`src/rtl/replay_cmd_decoder_pkg.sv`:
```
// ----------------------------------------------------------------------------
// replay_cmd_decoder_pkg
//   Shared types for the replay command decoder: opcode and FSM state enums,
//   the default packet geometry and the packet typedefs derived from it, plus
//   small elaboration-time helpers for the iteration counter.
// ----------------------------------------------------------------------------
package replay_cmd_decoder_pkg;

    localparam int DEF_PKT_W = 32;
    localparam int DEF_OP_W  = 3;

    typedef enum logic [2:0] {
        OP_TASK    = 3'b000,
        OP_REPLAY  = 3'b001,
        OP_NUM_FV  = 3'b010,
        OP_WEIGHTS = 3'b011,
        OP_CONFIG  = 3'b100,
        OP_ABORT   = 3'b101
    } opcode_e;

    typedef enum logic [2:0] {
        ST_IDLE,
        ST_WAIT_GRANT,
        ST_WAIT_DRAIN,
        ST_WAIT_STREAM,
        ST_WAIT_DONE
    } state_e;

    // Task payload to the RS (opcode stripped) and full packet to memory.
    typedef logic [DEF_PKT_W-DEF_OP_W-1:0] dp_task2rs_t;
    typedef logic [DEF_PKT_W-1:0]          dp2mem_t;

    // Iteration counter width; keeps at least one bit for MAX_REPLAY == 1.
    function automatic int iter_width(input int max_replay);
        return (max_replay > 1) ? $clog2(max_replay) : 1;
    endfunction

    // Clamp a programmed last iteration into the supported range.
    function automatic int sat_iter(input int val, input int max_replay);
        return (val >= max_replay) ? max_replay - 1 : val;
    endfunction

endpackage

```
`src/rtl/replay_cmd_decoder_grant_watchdog.sv`:
```
// ----------------------------------------------------------------------------
// replay_cmd_decoder_grant_watchdog
//   Counts consecutive cycles spent waiting for a memory grant. When the wait
//   reaches WDOG_CYC cycles the error flag is raised and stays set until reset;
//   the counter itself clears whenever the wait ends.
// Ports
//   clk          in   clock, rising edge
//   reset        in   synchronous, active-low reset
//   count_en     in   1 = decoder is waiting for a grant this cycle
//   err_timeout  out  sticky timeout flag
// ----------------------------------------------------------------------------
module replay_cmd_decoder_grant_watchdog #(
    parameter int WDOG_CYC = 1024
) (
    input  logic clk,
    input  logic reset,
    input  logic count_en,
    output logic err_timeout
);

    localparam int CNT_W = $clog2(WDOG_CYC + 1);

    logic [CNT_W-1:0] wait_cnt;

    // NOTE: sequential state is assigned with <= only, so every register
    // samples the pre-edge values regardless of statement order.
    always_ff @(posedge clk) begin
        if (!reset) begin
            wait_cnt    <= '0;
            err_timeout <= 1'b0;
        end else if (!count_en) begin
            wait_cnt    <= '0;
        end else begin
            // Saturate so a very long wait cannot wrap the counter.
            if (wait_cnt != CNT_W'(WDOG_CYC))
                wait_cnt <= wait_cnt + CNT_W'(1);
            // This edge completes the WDOG_CYC-th waiting cycle.
            if (wait_cnt == CNT_W'(WDOG_CYC - 1))
                err_timeout <= 1'b1;
        end
    end

endmodule

```
`src/rtl/replay_cmd_decoder.sv`:
```
// ----------------------------------------------------------------------------
// replay_cmd_decoder
//   Decodes opcode packets at the head of the command FIFO. Iteration-enabled
//   tasks go straight to the RS; skipped tasks are parked and written back to
//   memory once the arbiter grants. REPLAY packets wait for the array to drain,
//   then either start the next replay iteration or, on the last one, signal
//   cntl_done and wait for the final vertex update before reporting
//   task_complete and rewinding the iteration counter.
// Ports
//   clk, reset           clock; synchronous active-low reset
//   cmd_valid/cmd_packet command FIFO head;  fifo_stall: 1 = head not consumed
//   rs_task_valid/_packet task to the RS (opcode stripped);  rs_empty from RS
//   mem_req/mem_grant    memory arbiter handshake
//   mem_pkt_valid/mem_pkt held packet to memory
//   bank_busy_in/pe_idle per-bank busy, per-PE idle (drain detection)
//   stream_end/vertex_done stream and final-update completion pulses
//   stream_begin         1-cycle pulse after a NUM_FV decode
//   num_fv, weights_boundary, replay_iter, last_iter   configuration/status
//   cntl_done/task_complete  1-cycle completion strobes
//   err_grant_timeout    sticky grant-wait watchdog error
// ----------------------------------------------------------------------------
module replay_cmd_decoder
    import replay_cmd_decoder_pkg::*;
#(
    parameter  int PKT_W      = DEF_PKT_W,
    parameter  int OP_W       = DEF_OP_W,
    parameter  int NUM_PE     = 4,
    parameter  int MAX_REPLAY = 4,
    parameter  int MASK_LSB   = 10,
    parameter  int FV_W       = 5,
    parameter  int WB_W       = 4,
    parameter  int WDOG_CYC   = 1024,
    localparam int ITER_W     = iter_width(MAX_REPLAY)
) (
    input  logic                  clk,
    input  logic                  reset,
    input  logic                  cmd_valid,
    input  logic [PKT_W-1:0]      cmd_packet,
    output logic                  fifo_stall,
    output logic                  rs_task_valid,
    output logic [PKT_W-OP_W-1:0] rs_task_packet,
    input  logic                  rs_empty,
    output logic                  mem_req,
    input  logic                  mem_grant,
    output logic                  mem_pkt_valid,
    output logic [PKT_W-1:0]      mem_pkt,
    input  logic [NUM_PE-1:0]     bank_busy_in,
    input  logic [NUM_PE-1:0]     pe_idle,
    input  logic                  stream_end,
    input  logic                  vertex_done,
    output logic                  stream_begin,
    output logic [FV_W-1:0]       num_fv,
    output logic [WB_W-1:0]       weights_boundary,
    output logic [ITER_W-1:0]     replay_iter,
    output logic [ITER_W-1:0]     last_iter,
    output logic                  cntl_done,
    output logic                  task_complete,
    output logic                  err_grant_timeout
);

    state_e                 state;
    logic [PKT_W-1:0]       held_pkt;

    opcode_e                op;
    logic [MAX_REPLAY-1:0]  iter_mask;
    logic                   task_hit;
    logic                   drained;
    logic                   at_last;
    logic                   grant_ok;
    logic [ITER_W-1:0]      cfg_last;

    assign op        = opcode_e'(cmd_packet[PKT_W-1 -: OP_W]);
    assign iter_mask = cmd_packet[MASK_LSB +: MAX_REPLAY];
    assign task_hit  = iter_mask[replay_iter];
    assign drained   = !(|bank_busy_in) && rs_empty && (&pe_idle);
    assign at_last   = (replay_iter == last_iter);
    assign grant_ok  = mem_grant && mem_req;
    assign cfg_last  = ITER_W'(sat_iter(int'(cmd_packet[ITER_W-1:0]), MAX_REPLAY));

    assign rs_task_packet = rs_task_valid ? cmd_packet[PKT_W-OP_W-1:0] : '0;
    assign mem_pkt        = held_pkt;

    // ------------------------------------------------------------------
    // Combinational handshake strobes; all forced low while in reset.
    // ------------------------------------------------------------------
    // NOTE: every output gets a default before the case so no path through
    // this block leaves a value unassigned (which would infer a latch).
    always_comb begin
        fifo_stall    = 1'b0;
        rs_task_valid = 1'b0;
        mem_pkt_valid = 1'b0;
        cntl_done     = 1'b0;
        task_complete = 1'b0;
        if (reset) begin
            case (state)
                ST_IDLE: begin
                    if (cmd_valid) begin
                        if (op == OP_TASK) begin
                            rs_task_valid = task_hit;
                            // A skipped task stays at the head until granted.
                            fifo_stall    = !task_hit;
                        end else if (op == OP_REPLAY) begin
                            fifo_stall    = 1'b1;
                        end
                    end
                end
                ST_WAIT_GRANT: begin
                    fifo_stall    = !grant_ok;
                    mem_pkt_valid = grant_ok;
                end
                ST_WAIT_DRAIN: begin
                    fifo_stall    = !drained;
                    cntl_done     = drained && at_last;
                    mem_pkt_valid = drained && !at_last;
                end
                ST_WAIT_DONE: begin
                    fifo_stall    = 1'b1;
                    task_complete = vertex_done;
                end
                default: begin
                    fifo_stall    = 1'b1;
                end
            endcase
        end
    end

    // ------------------------------------------------------------------
    // Control FSM and configuration registers.
    // ------------------------------------------------------------------
    always_ff @(posedge clk) begin
        if (!reset) begin
            state            <= ST_IDLE;
            // NOTE: the held packet is a single register, not a memory array,
            // so it is reset to keep mem_pkt deterministic after reset.
            held_pkt         <= '0;
            mem_req          <= 1'b0;
            stream_begin     <= 1'b0;
            num_fv           <= '0;
            weights_boundary <= '0;
            replay_iter      <= '0;
            last_iter        <= ITER_W'(MAX_REPLAY - 1);
        end else begin
            stream_begin <= 1'b0;
            case (state)
                ST_IDLE: begin
                    if (cmd_valid) begin
                        case (op)
                            OP_TASK: begin
                                if (!task_hit) begin
                                    held_pkt <= cmd_packet;
                                    mem_req  <= 1'b1;
                                    state    <= ST_WAIT_GRANT;
                                end
                            end
                            OP_REPLAY: begin
                                held_pkt <= cmd_packet;
                                state    <= ST_WAIT_DRAIN;
                            end
                            OP_NUM_FV: begin
                                num_fv       <= cmd_packet[FV_W-1:0];
                                stream_begin <= 1'b1;
                            end
                            OP_WEIGHTS: begin
                                weights_boundary <= cmd_packet[WB_W-1:0];
                                state            <= ST_WAIT_STREAM;
                            end
                            OP_CONFIG: begin
                                last_iter <= cfg_last;
                            end
                            OP_ABORT: begin
                                replay_iter <= '0;
                                mem_req     <= 1'b0;
                            end
                            default: ;
                        endcase
                    end
                end
                ST_WAIT_GRANT: begin
                    if (grant_ok) begin
                        mem_req <= 1'b0;
                        state   <= ST_IDLE;
                    end
                end
                ST_WAIT_DRAIN: begin
                    if (drained) begin
                        // The last-iteration check comes first, so the
                        // counter never runs past last_iter.
                        if (at_last) begin
                            state <= ST_WAIT_DONE;
                        end else begin
                            replay_iter <= replay_iter + ITER_W'(1);
                            state       <= ST_WAIT_STREAM;
                        end
                    end
                end
                ST_WAIT_STREAM: begin
                    if (stream_end)
                        state <= ST_IDLE;
                end
                ST_WAIT_DONE: begin
                    if (vertex_done) begin
                        replay_iter <= '0;
                        state       <= ST_IDLE;
                    end
                end
                default: state <= ST_IDLE;
            endcase
        end
    end

    replay_cmd_decoder_grant_watchdog #(
        .WDOG_CYC (WDOG_CYC)
    ) u_grant_watchdog (
        .clk         (clk),
        .reset       (reset),
        .count_en    (state == ST_WAIT_GRANT),
        .err_timeout (err_grant_timeout)
    );

endmodule
```
`config.mk`:
```
export PLATFORM = sky130hd
export DESIGN_NAME = replay_cmd_decoder
export DESIGN_NICKNAME = d
export VERILOG_FILES = /design/src/rtl/replay_cmd_decoder_pkg.sv /design/src/rtl/replay_cmd_decoder_grant_watchdog.sv /design/src/rtl/replay_cmd_decoder.sv
export SDC_FILE = /design/constraint.sdc
export NUM_CORES = 1
export LEC_CHECK = 0
export CAP_MARGIN = 20
export CORE_UTILIZATION = 35
export CTS_CLUSTER_DIAMETER = 200
export DETAILED_ROUTE_END_ITERATION = 8
export GPL_ROUTABILITY_DRIVEN = 0
export MAX_ROUTING_LAYER = met4
export PLACE_DENSITY = 0.68
export RECOVER_POWER = 100
export SLEW_MARGIN = 20
export SYNTH_ARGS = -nofsm -noshare
export SYNTH_HDL_FRONTEND = slang
export SYNTH_SLANG_ARGS = --single-unit
```
`constraint.sdc`:
```
create_clock -name clk -period 3.4 [get_ports clk]
set_clock_uncertainty 0.1 [all_clocks]
set_input_delay 0.85 -clock clk [delete_from_list [all_inputs] [get_ports clk]]
set_output_delay 0.85 -clock clk [all_outputs]
set_load 0.01 [all_outputs]
```
After elaboration in Yosys (flattened, before gate mapping)
Cells that the tools add are included.
{ "totals": {"reg_bits": 62, "out_inout_bits": 82, "wordCells": 104} }
{ "classes": {"addsub": 2, "n_lt_le_gt_ge": 1, "mux": 41, "reduce_logical": 27, "eq_ne": 23} }
{ "ops": {"columns": ["operator", "n"], "rows": [
  ["case mux 32 bit (2 select lines)", 1],
  ["two-way mux 32 bit", 1],
  ["two-way mux 29 bit", 1],
  ["two-way mux 3 bit", 7],
  ["two-way mux 1 bit", 18],
  ["case mux 3 bit (5 select lines)", 1],
  ["!= test 2 bit, second input constant", 7],
  ["== test 3 x 2 -> 1 bit, second input constant", 4],
  ["AND reduction 3 bit", 4],
  ["adder 11 x 1 -> 11 bit, second input constant", 1],
  ["== test 11 x 10 -> 1 bit, second input constant", 1],
  ["!= test 11 bit, second input constant", 1],
  ["two-way mux 2 bit", 5],
  ["== test 3 bit, second input constant", 3],
  ["case mux 3 bit (3 select lines)", 1],
  ["AND reduction 4 bit", 2],
  ["AND reduction 7 bit", 1],
  ["== test 3 x 1 -> 1 bit, second input constant", 2],
  ["zero test 3 bit", 2],
  ["case mux 1 bit (2 select lines)", 3],
  ["case mux 2 bit (3 select lines)", 1],
  ["AND reduction 6 bit", 1],
  ["logical AND 1 bit", 5],
  ["zero test 1 bit", 5],
  ["14 further kinds", 16]
]} }

Depth between registers and ports, before layout
Gate-level depths: netlist (run 1).
{ "logic_depth": {"depth_word": 7, "depth_mapped": 8, "depth_no_buf": 6} }

Cells and area by module
From an unflattened synthesis (run 1), not the netlist that was laid out.
{ "hier_totals": {"cells_unflattened": 371, "hier_area_um2": 3054.2} }
{ "by_module_without_submodules": {"columns": ["mod", "instances", "seq_area_each_um2", "cells_each", "area_each_um2"], "rows": [
  ["replay_cmd_decoder", 1, 1001.0, 302, 2458.6],
  ["replay_cmd_decoder_grant_watchdog", 1, 240.2, 69, 595.6]
]} }

Worst setup path before layout (run 1)
Ideal clock, no wire load.
{ "synth_path": {"kind": "input -> output", "startpoint": "input port bank_busy_in[2]", "endpoint": "output port mem_pkt_valid", "arrival_ns": 1.870, "path_slack_ns": 0.580, "n_path_buf": 0, "stages": 4, "cell_sequence": "and4b_1 -> nand4_1 -> nor3b_1 -> o21a_1"} }
{ "synth_between": {"elab_chain_len": 7} }
{ "synth_lines": {"columns": ["element", "line_no", "source"], "rows": [
  ["start, declared", "replay_cmd_decoder.sv:47", "input logic [NUM_PE-1:0] bank_busy_in,"],
  ["OR reduction 4 bit", "replay_cmd_decoder.sv:75", "assign drained = !(|bank_busy_in) && rs_empty && (&pe_idle);"],
  ["zero test 1 bit", "replay_cmd_decoder.sv:75", null],
  ["logical AND 1 bit (2 in series)", "replay_cmd_decoder.sv:75", null],
  ["logical AND 1 bit", "replay_cmd_decoder.sv:114", "mem_pkt_valid = drained && !at_last;"],
  ["case mux 1 bit (2 select lines)", "replay_cmd_decoder.sv:95", "case (state)"],
  ["two-way mux 1 bit", "replay_cmd_decoder.sv:94", "if (reset) begin"],
  ["end, declared", "replay_cmd_decoder.sv:45", "output logic mem_pkt_valid,"]
]} }
No other way between the ends.

Worst setup path in the final report (run 1)
{ "layout_path": {"startpoint": "input port pe_idle[0]", "endpoint": "output port mem_pkt_valid"} }
{ "layout_between": {"elab_chain_len": 5} }
{ "layout_lines": {"columns": ["element", "line_no", "source"], "rows": [
  ["start, declared", "replay_cmd_decoder.sv:48", "input logic [NUM_PE-1:0] pe_idle,"],
  ["AND reduction 4 bit", "replay_cmd_decoder.sv:75", null],
  ["logical AND 1 bit", "replay_cmd_decoder.sv:75", null],
  ["logical AND 1 bit", "replay_cmd_decoder.sv:114", null],
  ["case mux 1 bit (2 select lines)", "replay_cmd_decoder.sv:95", null],
  ["two-way mux 1 bit", "replay_cmd_decoder.sv:94", null]
]} }
No other way between the ends.

==> impl_metrics.py, run 1 <==
metrics = {
    "run_status": {
        "status": "finished clean",
    },
    "timing": {
        "rsz0062_at_grt": "yes",
        "max_slew_margin_pct": 26.1,
        "hold_viol": 0,
        "worstMarginPinSlew_ns": 1.11,
        "finalWorstSetupSlack_ns": 0.00810,
        "finalSetupViolations": 0,
        "min_period_over_period_pct": 99.8,
        "fin_setup_tns_ns": 0,
        "final_max_slew_viol_count": 0,
        "min_period_ns": 3.39,
        "fmax_ghz": 0.295,
    },
    "layout": {
        "n_fill_cell": 770,
        "layout-drive-gt1-share_pct": 14.0,
        "diodes": 0,
        "mostFrequentLayoutCells": "dfxtp_1 (62), clkdlybuf4s50_1 (45), dlygate4sd3_1 (45)",
        "areaGrowthSynthToFinish_pct": 53.2,
        "final_common_cell": "dfxtp_1",
        "multi_input_area_mm2": 0.00162,
        "nets": 544,
        "regArea_mm2": 0.00124,
    },
    "global_routing": {
        "grt_usage_pct": 19.9,
        "grt_start_max_net_pins": 62,
        "antenna_found_initial": 0,
        "grt_first_pass_wirelength_um": 13200,
        "grt_overflow": 0,
        "grt_pass1_vias": 2691,
    },
    "drt": {
        "drt_iter0_drc": 139,
        "dr_total_vias": 2945,
        "postRouteAntennaNets": 0,
        "drtPass1Iterations": 6,
        "wirelength_um": 8470,
        "vias_per_cell": 4.87,
        "avgRoutedWirePerCell_um": 14.0,
        "drc_errors": 0,
    },
    "synthesis": {
        "synth.top_cell.area_share_pct": 41.4,
        "synth_nets": 405,
        "syn_area_mm2": 0.00300,
        "ys_ff_latch": 62,
        "avgSynthCellArea_um2": 8.43,
        "yosys.area.top_type": "dfxtp_1",
        "syn-instance-count": 356,
        "synth-edff-count": 0,
        "async_flop_share_pct": 0,
        "ys.flop_type": "dfxtp_1",
        "ys_types": 51,
        "synth_area_leaders": "dfxtp_1 (41%), and2_1 (6.3%), nand3_1 (6.0%)",
        "yosysWarnings": 0,
        "seq_area_frac_synth_pct": 41.4,
    },
    "die": {
        "die-width_um": 94.6,
        "rows": 33,
        "die_area_mm2": 0.00895,
        "core_area_mm2": 0.00826,
        "io_pins": 129,
        "initial_core_util_pct": 36.3,
        "die_h_um": 94.6,
    },
    "worst_hold_path": {
        "min_path_type": "reg2reg",
        "hold_start": "mem_pkt[15]$_SDFFE_PN0P_",
    },
    "power_and_ir_drop": {
        "finalPower_mw": 1.72,
        "power.density_mw_per_mm2": 373,
        "p_leak_nw": 1.89,
        "share_comb_of_total_power_pct": 20.4,
        "switching_share_pct": 29.0,
        "clock_power_share_pct": 32.9,
        "power_switching_uw": 498,
        "p_int_mw": 1.22,
        "irDropWorstVdd_mv": 0.177,
        "seq_power_share_pct": 46.7,
    },
    "clocking": {
        "ctsHtreeMaxLevel": 3,
        "cts_made_buffers": 9,
        "cts_root_buf": "clkbuf_8",
        "cts_sinks": 62,
        "cts_max_path_buffers": 2,
        "insertion_delay_ns": 0.33,
        "cts_tree": "yes",
        "clk_pin_slew_ns": 0.07,
    },
    "setup_path": {
        "criticalPathCategory": "in2out",
        "cp.required_ns": 2.45,
        "crit_start": "pe_idle[0]",
        "cp_max_fo": 3,
        "cp-end-kind": "primary output",
        "reg2reg_from": "state[0]$_SDFFE_PN0P_",
        "worstPathArrival_ns": 2.44,
        "critPathLaunchType": "primary input",
    },
    "run": {
        "max_cap_violations": 0,
    },
    "placed_design": {
        "dpl_worst_slack_ns": -0.440,
        "io_buffers": 128,
        "place_hpwl_um": 6170,
    },
}
-- through the flow --
| stage | std cells | instance area (um2) | utilization [%] | hold slack (ns) |
|---|---|---|---|---|
| 6_report | 605 | 4600 | 55.7 | 0.345 |
| 5_1_grt | 605 | 4600 | 55.7 | 0.359 |
| 4_1_cts | 604 | 4590 | 55.6 | 0.350 |
| 3_5_place_dp | 581 | 4380 | 53.0 | 0.342 |
| 3_3_place_gp | 581 | 4380 | 53.0 | 0.336 |
| 2_1_floorplan | 356 | 3000 | - | 0.373 |
-- cells in the mapped netlist (3+ instances only) --
| cell type | count |
|---|---|
| dfxtp_1 | 62 |
| nand2_1 | 44 |
| nand3_1 | 36 |
| nor2_1 | 34 |
| and2_1 | 30 |
| o21ai_0 | 18 |
| o21ai_1 | 16 |
| mux2i_1 | 13 |
| clkbuf_1 | 9 |
| buf_6 | 8 |
| xor2_1 | 8 |
| a21oi_1 | 6 |
| buf_1 | 4 |
| buf_2 | 4 |
| inv_1 | 4 |
| nand4_1 | 4 |
| nor2b_1 | 4 |
| xnor2_1 | 4 |
| and3_1 | 3 |
| nor3_1 | 3 |
| nor3b_1 | 3 |
| nor3b_2 | 3 |
-- layer usage --
metal / global-route usage (%) / vias to the layer above / share of wire [%]
met5: - / - / 0
met4: 7.95 / 0 / 1.5
met3: 6.20 / 12 / 6.7
met2: 30.6 / 97 / 47
met1: 24.1 / 1332 / 45
li1: - / 1504 / -
-- logic make-up after synthesis --
family / count (synthesis) / synth area share (%)
xor+xnor: 12 / 3.50
simple gates: 181 / 32.6
fa+ha+maj: 2 / 0.834
mux: 15 / 5.21
flops: 62 / 41.4
compound gates: 53 / 10.3
buf+inv: 31 / 6.17
-- power groups by stage --
stage               clock network, mW  registers, mW  logic (mW)
floorplan                           0          0.811       0.192
global placement                    0          0.818       0.347
detailed placement                  0          0.819       0.351
CTS                             0.581          0.803       0.353
global route                    0.623          0.808       0.381
finish                          0.565          0.802       0.350
-- cell type report --
type	instances	area share, %
Multi-Input combinational cell	263	35.2
Timing Repair Buffer	154	30.9
Sequential cell	62	27.0
Clock buffer	13	3.24
Tap cell	105	2.86
Clock inverter	3	0.435
Inverter	5	0.408
-- timing repair --
item,in CTS,in global routing
cloned,2,0
hold buffers,0,0
setup endpoints to repair,33,29
pin swaps,4,5
resized for setup,100,11
buffers inserted,5,1
-- registers in the layout (all words and copies together) (netlist names), 2 cells and up --
signal / flops
weights_boundary: 4
num_fv: 5
replay_iter: 2
state: 3
u_grant_watchdog.wait_cnt: 11
mem_pkt: 32
last_iter: 2
-- worst paths after layout --
path / slack [ns] / to / cells past startpoint
setup / recovery: 0.008 / mem_pkt_valid / 7
hold / removal: 0.35 / mem_pkt[15]$_SDFFE_PN0P_ / 2
setup reg to reg: 0.89 / num_fv[1]$_SDFFE_PN0P_ / 6
hold reg to reg: 0.35 / mem_pkt[15]$_SDFFE_PN0P_ / 2
-- critical path, cell delays in order --
cell,delay (ns)
clkdlybuf4s50_1,0.45
and4b_1,0.19
nand4_1,0.17
buf_4,0.20
nor3b_4,0.20
o21a_1,0.15
clkdlybuf4s15_1,0.23
No activity file was read; power rests on OpenSTA's default activity.
==> run 2: changes to the inputs <==
--- a/config.mk
+++ b/config.mk
@@ -6,6 +6,7 @@
 export NUM_CORES = 1
 export LEC_CHECK = 0
 export CAP_MARGIN = 20
+export CORE_MARGIN = 2
 export CORE_UTILIZATION = 35
 export CTS_CLUSTER_DIAMETER = 200
 export DETAILED_ROUTE_END_ITERATION = 8
==> impl_metrics.py, run 2 (synthesized netlist as in run 1, its figures left out) <==
metrics = {
    "run_status": {
        "status": "finished clean",
    },
    "layout": {
        "layout-drive-gt1-share_pct": 18.6,
        "mostFrequentLayoutCells": "clkdlybuf4s50_1 (90), dfxtp_1 (62), nand2_1 (44)",
        "multi_input_area_mm2": 0.00163,
        "diodes": 0,
        "regArea_mm2": 0.00124,
        "n_fill_cell": 767,
        "instances_no_fill": 605,
        "largest_reg_flops": 32,
        "areaGrowthSynthToFinish_pct": 53.1,
        "final_common_cell": "clkdlybuf4s50_1",
        "nets": 545,
    },
    "clocking": {
        "clk_pin_slew_ns": 0.07,
        "insertion_delay_ns": 0.34,
        "cts_made_buffers": 9,
        "cts_tree": "yes",
        "cts_max_path_buffers": 2,
        "cts_sinks": 62,
        "ctsHtreeMaxLevel": 3,
        "cts_root_buf": "clkbuf_8",
    },
    "setup_path": {
        "critPathLaunchType": "primary input",
        "criticalPathCategory": "in2out",
        "cp.required_ns": 2.45,
        "cp-end-kind": "primary output",
        "worstPathArrival_ns": 2.39,
        "cp_max_fo": 15,
    },
    "timing": {
        "finalSetupViolations": 0,
        "whs_ns": 0.348,
        "worstMarginPinSlew_ns": 0.584,
        "max_slew_margin_pct": 61.1,
        "min_period_over_period_pct": 98.1,
        "fmax_ghz": 0.300,
        "fin_setup_tns_ns": 0,
        "final_max_slew_viol_count": 0,
        "hold_viol": 0,
        "min_period_ns": 3.34,
    },
    "global_routing": {
        "grt_start_max_net_pins": 62,
        "grt_overflow": 0,
        "grt_usage_pct": 19.3,
        "antenna_found_initial": 0,
        "grt_pass1_vias": 2929,
        "grt_first_pass_wirelength_um": 14100,
    },
    "drt": {
        "wirelength_um": 8770,
        "avgRoutedWirePerCell_um": 14.5,
        "drtPass1Iterations": 4,
        "vias_per_cell": 4.97,
        "drt_iter0_drc": 120,
        "dr_total_vias": 3004,
        "postRouteAntennaNets": 0,
        "drc_errors": 0,
    },
    "placed_design": {
        "place_hpwl_um": 6300,
        "dp_cells": 583,
        "io_buffers": 128,
    },
    "power_and_ir_drop": {
        "p_leak_nw": 1.81,
        "power.density_mw_per_mm2": 402,
        "irDropWorstVdd_mv": 0.178,
        "finalPower_mw": 1.85,
    },
    "run": {
        "max_cap_violations": 0,
    },
    "worst_hold_path": {
        "min_path_type": "reg2reg",
    },
    "die": {
        "initial_core_util_pct": 36.3,
        "io_pins": 129,
        "die-width_um": 96.6,
        "die_area_mm2": 0.00933,
        "core_area_mm2": 0.00826,
        "die_h_um": 96.6,
        "rows": 33,
    },
}
-- run 2: cell types whose count changed in the layout (fill, tap and decap cells not counted), sizes merged --
cell	change
dlygate4sd2	+1
clkdlybuf4s15	-18
dlygate4sd3	-45
buf	+25
bufinv	+1
clkbuf	-7
clkinvlp	-1
dlymetal6s2s	-1
clkdlybuf4s50	+45
-- run 2: stage by stage --
| stage | instance area, um2 | util (%) | setup slack (ns) |
|---|---|---|---|
| 2_1_floorplan | 3000 | - | 0.580 |
| 3_5_place_dp | 4410 | 53.4 | -0.470 |
| 6_report | 4600 | 55.7 | 0.0632 |
| 4_1_cts | 4570 | 55.4 | 0.0183 |
| 3_3_place_gp | 4410 | 53.4 | -0.445 |
| 5_1_grt | 4600 | 55.7 | -0.0142 |
-- run 2: worst paths after layout --
kind / start / to / slack, ns / cells past startpoint
min reg2reg: mem_pkt[8]$_SDFFE_PN0P_ / mem_pkt[8]$_SDFFE_PN0P_ / 0.35 / 2
max reg2reg: state[0]$_SDFFE_PN0P_ / mem_pkt[22]$_SDFFE_PN0P_ / 1.30 / 6
max: cmd_packet[30] / rs_task_packet[10] / 0.06 / 9
min: mem_pkt[8]$_SDFFE_PN0P_ / mem_pkt[8]$_SDFFE_PN0P_ / 0.35 / 2
-- run 2: power breakdown --
group / internal (mW) / leakage (nW) / switching, mW
sequential: 0.762 / 0.501 / 0.0424
combinational: 0.185 / 1.20 / 0.178
clock: 0.393 / 0.104 / 0.288
total: 1.34 / 1.81 / 0.508
-- run 2: routing by layer --
layer | global-route usage, % | vias up | wire, um
li1 | - | 1505 | -
met1 | 22.7 | 1388 | 3820
met2 | 31.1 | 100 | 4260
met3 | 6.65 | 11 | 553
met4 | 6.07 | 0 | 136
met5 | - | - | 0
-- run 2: area by class of cell --
class | instances | area share [%]
well taps | 105 | 2.86
repair buffers | 155 | 29.8
flip-flops and latches | 62 | 27.0
inverters | 5 | 0.408
clock inverters | 3 | 0.925
multi-input cells | 263 | 35.4
clock buffers | 12 | 3.59
-- run 2: critical path, stage by stage --
cell and delay, ns:
clkdlybuf4s50_1 0.45, nor2_4 0.15, nand2_1 0.10, nor3_4 0.21, buf_12 0.15, buf_16 0.13
buf_4 0.11, and2_4 0.13, buf_6 0.10
-- run 2: what timing repair did --
item / in CTS / in global routing
endpoints found under the setup margin: 33 / 5
buffers inserted: 5 / 1
pin swaps: 4 / 4
cloned: 1 / 0
hold buffers: 0 / 0
resized for setup: 137 / 6
==> run 3: changes to the inputs <==
--- a/config.mk
+++ b/config.mk
@@ -10,7 +10,6 @@
 export CORE_UTILIZATION = 35
 export CTS_CLUSTER_DIAMETER = 200
 export DETAILED_ROUTE_END_ITERATION = 8
-export GPL_ROUTABILITY_DRIVEN = 0
 export MAX_ROUTING_LAYER = met4
 export PLACE_DENSITY = 0.68
 export RECOVER_POWER = 100
==> results of run 3 <==
Same layout as run 2: the final DEF is identical, and so are final timing and power.
